File: src/rtl/multi_lane_shifter_pkg.sv
// +----------------------------------------------------------------------+
// | mls_pkg : op codes shared by the multi-lane shifter                  |
// | Rev 1.0                                                              |
// +----------------------------------------------------------------------+
`default_nettype none

package mls_pkg;
  localparam int OP_W = 3;

  localparam logic [OP_W-1:0] OP_HOLD = 3'd0;
  localparam logic [OP_W-1:0] OP_SHL  = 3'd1;
  localparam logic [OP_W-1:0] OP_SHR  = 3'd2;
  localparam logic [OP_W-1:0] OP_ROL  = 3'd3;
  localparam logic [OP_W-1:0] OP_ROR  = 3'd4;
endpackage

`default_nettype wire

File: src/rtl/multi_lane_shifter_tick_divider.sv
// +----------------------------------------------------------------------+
// | tick_divider : registered one-cycle tick every period+1 enabled cycles|
// | Rev 1.0                                                              |
// +----------------------------------------------------------------------+
`default_nettype none

module tick_divider #(
  parameter int DIV_W = 16
) (
  input  logic             clk,
  input  logic             preset,
  input  logic             clr,
  input  logic             tick_en,
  input  logic [DIV_W-1:0] period,
  output logic             tick
);

  logic [DIV_W-1:0] r_cnt;
  logic             r_tick;

  // >= compare lets a shortened period fire at once instead of wrapping
  always_ff @(posedge clk or posedge preset) begin
    if (preset) begin
      r_cnt  <= '0;
      r_tick <= 1'b0;
    end else if (clr) begin
      r_cnt  <= '0;
      r_tick <= 1'b0;
    end else if (tick_en) begin
      if (r_cnt >= period) begin
        r_cnt  <= '0;
        r_tick <= 1'b1;
      end else begin
        r_cnt  <= r_cnt + 1'b1;
        r_tick <= 1'b0;
      end
    end else begin
      r_tick <= 1'b0;
    end
  end

  assign tick = r_tick;

endmodule

`default_nettype wire

File: src/rtl/multi_lane_shifter.sv
// +----------------------------------------------------------------------+
// | multi_lane_shifter : tick-paced shift/rotate lanes with sticky       |
// | lane-0 overlap flag; MLS_STEP_COUNT_EN adds a saturating step_cnt.   |
// | Rev 1.0                                                              |
// +----------------------------------------------------------------------+
`default_nettype none

module multi_lane_shifter
  import mls_pkg::*;
#(
  parameter int               WIDTH     = 5,
  parameter int               LANES     = 2,
  parameter int               DIV_W     = 16,
  parameter logic [WIDTH-1:0] RESET_VAL = '0
) (
  input  logic                   clk,
  input  logic                   preset,
  input  logic                   clr,
  input  logic                   tick_en,
  input  logic [DIV_W-1:0]       period,
  input  logic [OP_W*LANES-1:0]  op,
  input  logic [LANES-1:0]       serial_in,
  input  logic [LANES-1:0]       load,
  input  logic [WIDTH*LANES-1:0] load_val,
  output logic [WIDTH*LANES-1:0] q,
  output logic [LANES-1:0]       serial_out,
  output logic                   tick,
  output logic                   overlap
`ifdef MLS_STEP_COUNT_EN
  ,
  output logic [15:0]            step_cnt
`endif
);

  logic w_tick;
  logic w_hit;
  logic r_overlap;
`ifdef MLS_STEP_COUNT_EN
  logic [LANES-1:0] w_shifted;
  logic [15:0]      r_step;
`endif

  tick_divider #(
    .DIV_W (DIV_W)
  ) u_tick_divider (
    .clk     (clk),
    .preset  (preset),
    .clr     (clr),
    .tick_en (tick_en),
    .period  (period),
    .tick    (w_tick)
  );

  for (genvar k = 0; k < LANES; k++) begin : g_lane
    logic [OP_W-1:0]  w_op;
    logic [WIDTH-1:0] w_next;
    logic             w_out;
    logic             w_act;
    logic [WIDTH-1:0] r_q;
    logic             r_sout;

    assign w_op = op[OP_W*k +: OP_W];

    always_comb begin
      w_next = r_q;
      w_out  = r_sout;
      w_act  = 1'b0;
      case (w_op)
        OP_SHL: begin
          w_next = {r_q[WIDTH-2:0], serial_in[k]};
          w_out  = r_q[WIDTH-1];
          w_act  = 1'b1;
        end
        OP_SHR: begin
          w_next = {serial_in[k], r_q[WIDTH-1:1]};
          w_out  = r_q[0];
          w_act  = 1'b1;
        end
        OP_ROL: begin
          w_next = {r_q[WIDTH-2:0], r_q[WIDTH-1]};
          w_out  = r_q[WIDTH-1];
          w_act  = 1'b1;
        end
        OP_ROR: begin
          w_next = {r_q[0], r_q[WIDTH-1:1]};
          w_out  = r_q[0];
          w_act  = 1'b1;
        end
        default: ;
      endcase
    end

    // clr beats load, load beats the tick-gated op (that tick's shift is lost)
    always_ff @(posedge clk or posedge preset) begin
      if (preset) begin
        r_q    <= RESET_VAL;
        r_sout <= 1'b0;
      end else if (clr) begin
        r_q    <= RESET_VAL;
        r_sout <= 1'b0;
      end else if (load[k]) begin
        r_q <= load_val[WIDTH*k +: WIDTH];
      end else if (w_tick && w_act) begin
        r_q    <= w_next;
        r_sout <= w_out;
      end
    end

    assign q[WIDTH*k +: WIDTH] = r_q;
    assign serial_out[k]       = r_sout;
`ifdef MLS_STEP_COUNT_EN
    assign w_shifted[k] = w_tick & w_act & ~load[k];
`endif
  end

  always_comb begin
    w_hit = 1'b0;
    for (int k = 1; k < LANES; k++) begin
      w_hit = w_hit | (|(q[0 +: WIDTH] & q[WIDTH*k +: WIDTH]));
    end
  end

  always_ff @(posedge clk or posedge preset) begin
    if (preset) begin
      r_overlap <= 1'b0;
    end else if (clr) begin
      r_overlap <= 1'b0;
    end else begin
      r_overlap <= r_overlap | w_hit;
    end
  end

  assign tick    = w_tick;
  assign overlap = r_overlap;

`ifdef MLS_STEP_COUNT_EN
  always_ff @(posedge clk or posedge preset) begin
    if (preset) begin
      r_step <= '0;
    end else if (clr) begin
      r_step <= '0;
    end else if ((|w_shifted) && (r_step != 16'hFFFF)) begin
      r_step <= r_step + 1'b1;
    end
  end

  assign step_cnt = r_step;
`endif

endmodule

`default_nettype wire

File: config.mk
export PLATFORM = sky130hd
export DESIGN_NAME = multi_lane_shifter
export DESIGN_NICKNAME = d
export VERILOG_FILES = /design/src/rtl/multi_lane_shifter_pkg.sv /design/src/rtl/multi_lane_shifter_tick_divider.sv /design/src/rtl/multi_lane_shifter.sv
export SDC_FILE = /design/constraint.sdc
export NUM_CORES = 1
export LEC_CHECK = 0
export CAP_MARGIN = 20
export CORE_MARGIN = 4
export CORE_UTILIZATION = 30
export DETAILED_ROUTE_END_ITERATION = 6
export PLACE_DENSITY_LB_ADDON = 0.1
export SLEW_MARGIN = 30
export SYNTH_ARGS = -nofsm -noshare
export SYNTH_HDL_FRONTEND = slang
export SYNTH_SLANG_ARGS = --single-unit
File: constraint.sdc
create_clock -name clk -period 4.4 [get_ports clk]
set_input_delay 0.88 -clock clk [delete_from_list [all_inputs] [get_ports clk]]
set_output_delay 0.88 -clock clk [all_outputs]
set_load 0.01 [all_outputs]
==> impl_results.md <==
* Synth warn at 0
* WHS at ~0.53 ns
* Multi-input logic area at about 1300 µm²
* Worst setup SP type: input port
* Number of DRC markers in iteration 0 at 101
* H-tree depth at 2
* Vert. Die Dim at 93.5 µm
* Core area at between 6000 and 7000 µm²
* Combinational group share of total power at 20.0%
* P per Cell Area at between 200 and 250 nW/µm²
* CP max stage cell: and3b_2
* Gate Count Post-Synth at 264
* Synth Register Bits at 30
* CTS sink cnt at 30
* Final Hold Vio Count at 0
* Post-Route WL at approximately 5700 µm
* CP max FO at 30
* Unique masters post-synth at 44
* First-pass GRT wire length at 9470 µm
* Filler cells at roughly 730
* Mux cell area share after synthesis at under 10%
* Slowest stage delay, CP at ~0.56 ns
* Post-synth EDFFs at 0
* FF-to-FF path depth at 8
* DRC violations left at 0
* Gr usage total at 13.5%
* Syn avg cell area at ~8.3 µm²
* CTS Buffer Depth at 2
* N_diodes at 0
* Die width at 93.5 µm
* Most common cell in the netlist: dfrtp_1
* Max Fclk at between 300 and 400 MHz
* CTS tree: yes
* Pre-CTS WS at about 0.98 ns
* Synth top cells by count: dfrtp_1, nor2_1, a21oi_1
* Post-synthesis net count at approximately 320
* Period minus WS final at about 3.1 ns
* Syn Std Cell Area at 2190 µm²
* Antenna violations before repair at 0
* Simple-gate share of the synthesized area at a little under a fifth
* Hold Crit Class: reg -> reg
* Layout Nets at approximately 370
* Top cell type by total area after synthesis: dfrtp_1
* Synth area leaders: dfrtp_1, ha_1, a21oi_1, nor2_1, a31oi_1
* Seq pwr share at between 40% and 50%
* Hold Startpoint: u_tick_divider.r_cnt[14]
* Setup TNS Final at 0 ns
* Synth Area in XOR/XNOR at less than 1%
* First-pass DRT Iterations at 4
* CTS clock-pin slew for the worst setup and hold paths at approximately 0.070 ns
* Hold endpoint: u_tick_divider.r_cnt[14]
* Clk_skew at about 0.0080 ns
* Vias post-DR at between 2000 and 2500
* Num CTS Buffers at 5
* End of the worst register-to-register path: u_tick_divider.r_cnt[13]
* Clk_lat worst skew at about 0.28 ns
* Cells along the critical path: clkdlybuf4s50_1, inv_1, ha_1, a211oi_1, o221ai_1, a31o_1, and3b_2, a41oi_1, a31oi_1
* Worst setup slack after layout at roughly 1.3 ns
* Post-CTS resize count at 0
* Sw Pwr at around 190 µW
* Layout cells sized above 1 at between 3 and 4%
* GP Congestion at between 0.7 and 0.8
* Setup crit end kind: flip-flop
* Routed len/inst at roughly 14 µm
* Non-Filler Instances at slightly above 400
* Slew Viols, Final at 0
* Register area share after synthesis at 34.2%
* P&R area growth vs syn at 30.0%
* Setup violations, final at 0
* R2r setup slk at 1.88 ns
* Initial Util at 31.6%
* Synth top area share at about 34%
* Worst Tran Pin Value at around 0.63 ns
* Largest net degree at the start of global routing at 31
* Peak supply drop at around 110 µV
* Via density at 5.14
* Buf+Inv Stages, Crit Path at 2
* GRT overflow at 0
* P_leak at between 1 and 1.5 nW
* Post-CTS Setup Bufs at 0
* Main combinational cell family by area after synthesis: compound AO/OA/AOI/OAI gates
* Required @ worst endpoint at 4.60 ns
* Ys async rst share at 100%
* Post-CTS Hold Buffers at 0
* Vias in the first global route at just over 2000
* Origin of the worst setup path: period[13]
* Pint at between 400 and 500 µW
* Relative slew slack at between 50 and 60%
* Root Driver: clkbuf_8
* Outcome: finished clean
* WP data arrival at 3.30 ns
* Clock share of power at 34.9%
* ANT nets after route at 0
* Hpwl dp at 4140 µm
* Placed cells at 398
* Row count at 30
* Compound-Gate Fraction of Synth Area at between 20% and 30%
* Top_reg_cell synth: dfrtp_1
* Register cell area after layout at between 700 and 800 µm²
* Net Sw Frac at between 20 and 30%
* Synth Area in Adders at about a tenth
* Die Area at approximately 8700 µm²
* I/O pins at 54
* Number of port buffers at 53
* Reg-to-Reg Start: u_tick_divider.r_cnt[0]
* Critical path's top delay family: compound AO/OA/AOI/OAI gates
* Critical path class: in -> reg
* RSZ-0062 raised after global routing: no
* Max Cap Violations at 0
* Final period utilization at a little over two thirds
* Hold Crit Depth at 1
[area by class of cell]
cell class,instances,share of cell area (%)
multi-input combinational,195,44.2
sequential,30,26.3
timing repair buffer,54,18.9
tap,96,4.21
inverter,23,3.03
clock buffer,6,2.90
clock inverter,2,0.439
[metal layers]
layer / wire length [µm] / GRT usage [%] / up-vias
met5: 0 / 0 / -
met4: 121 / 5.25 / 0
met3: 412 / 3.54 / 9
met2: 2560 / 22.4 / 65
met1: 2580 / 16.7 / 960
li1: - / - / 1051
[cell usage in the layout, fill, tap and decap left out, types with 4 or more instances in the layout]
| cell | synthesis | final |
|---|---|---|
| ha_1 | 17 | 17 |
| a211oi_1 | 7 | 7 |
| and3_1 | 9 | 9 |
| mux2i_1 | 7 | 7 |
| a31oi_1 | 14 | 14 |
| nor2_1 | 29 | 29 |
| o21ai_0 | 7 | 7 |
| nand2b_1 | 6 | 6 |
| nand2_1 | 19 | 19 |
| dfrtp_1 | 30 | 30 |
| a311oi_1 | 4 | 4 |
| clkbuf_8 | 0 | 6 |
| clkdlybuf4s50_1 | 0 | 53 |
| a21oi_1 | 27 | 27 |
| nand3_1 | 8 | 8 |
| inv_1 | 23 | 23 |
[power groups by stage]
stage	clock network [mW]	registers (mW)	logic, mW
after global placement	0	0.309	0.136
after floorplan	0	0.306	0.0733
after CTS	0.244	0.303	0.138
final	0.235	0.304	0.135
after global routing	0.258	0.305	0.153
after detailed placement	0	0.308	0.137
[worst reg2reg max path: stages, from the launching register on]
cell	delay [ns]
dfrtp_1	0.43
inv_1	0.07
ha_1	0.26
nand2b_1	0.14
a2111o_1	0.41
a31o_1	0.23
and3b_2	0.56
a41oi_1	0.20
a31oi_1	0.17
[per-stage QoR]
step,util [%],area (µm²),power [mW]
2_1_floorplan,-,2190,0.379
3_3_place_gp,39.7,2760,0.445
3_5_place_dp,39.7,2760,0.445
4_1_cts,41.1,2850,0.685
5_1_grt,41.1,2850,0.717
6_report,41.1,2850,0.674
[worst max path at each step]
stage	to	slack, ns	cells after the start
after floorplan	u_tick_divider.r_cnt[3]	1.78	9
after global placement	u_tick_divider.r_cnt[13]	1.08	9
after detailed placement	u_tick_divider.r_cnt[13]	0.98	9
after CTS	u_tick_divider.r_cnt[5]	1.30	9
after global routing	u_tick_divider.r_cnt[5]	1.13	9
final	u_tick_divider.r_cnt[13]	1.30	9
[kinds of logic (layout without fill, tap and decap cells)]
family | Yosys count | in the layout
muxes | 8 | 8
xor gates and xnor gates | 2 | 2
DFF | 30 | 30
and+or+nand+nor | 87 | 87
adders and majority gates | 17 | 17
buffers and inverters | 39 | 85
AOI/OAI and AO/OA | 81 | 81
[sequential cells by signal, indices dropped and copies added, names as in the netlist]
signal / cells
u_tick_divider.r_cnt: 16
g_lane.r_sout: 2
overlap: 1
g_lane.r_q: 10
u_tick_divider.tick: 1
Note: power is estimated with default switching activity, not from simulation.
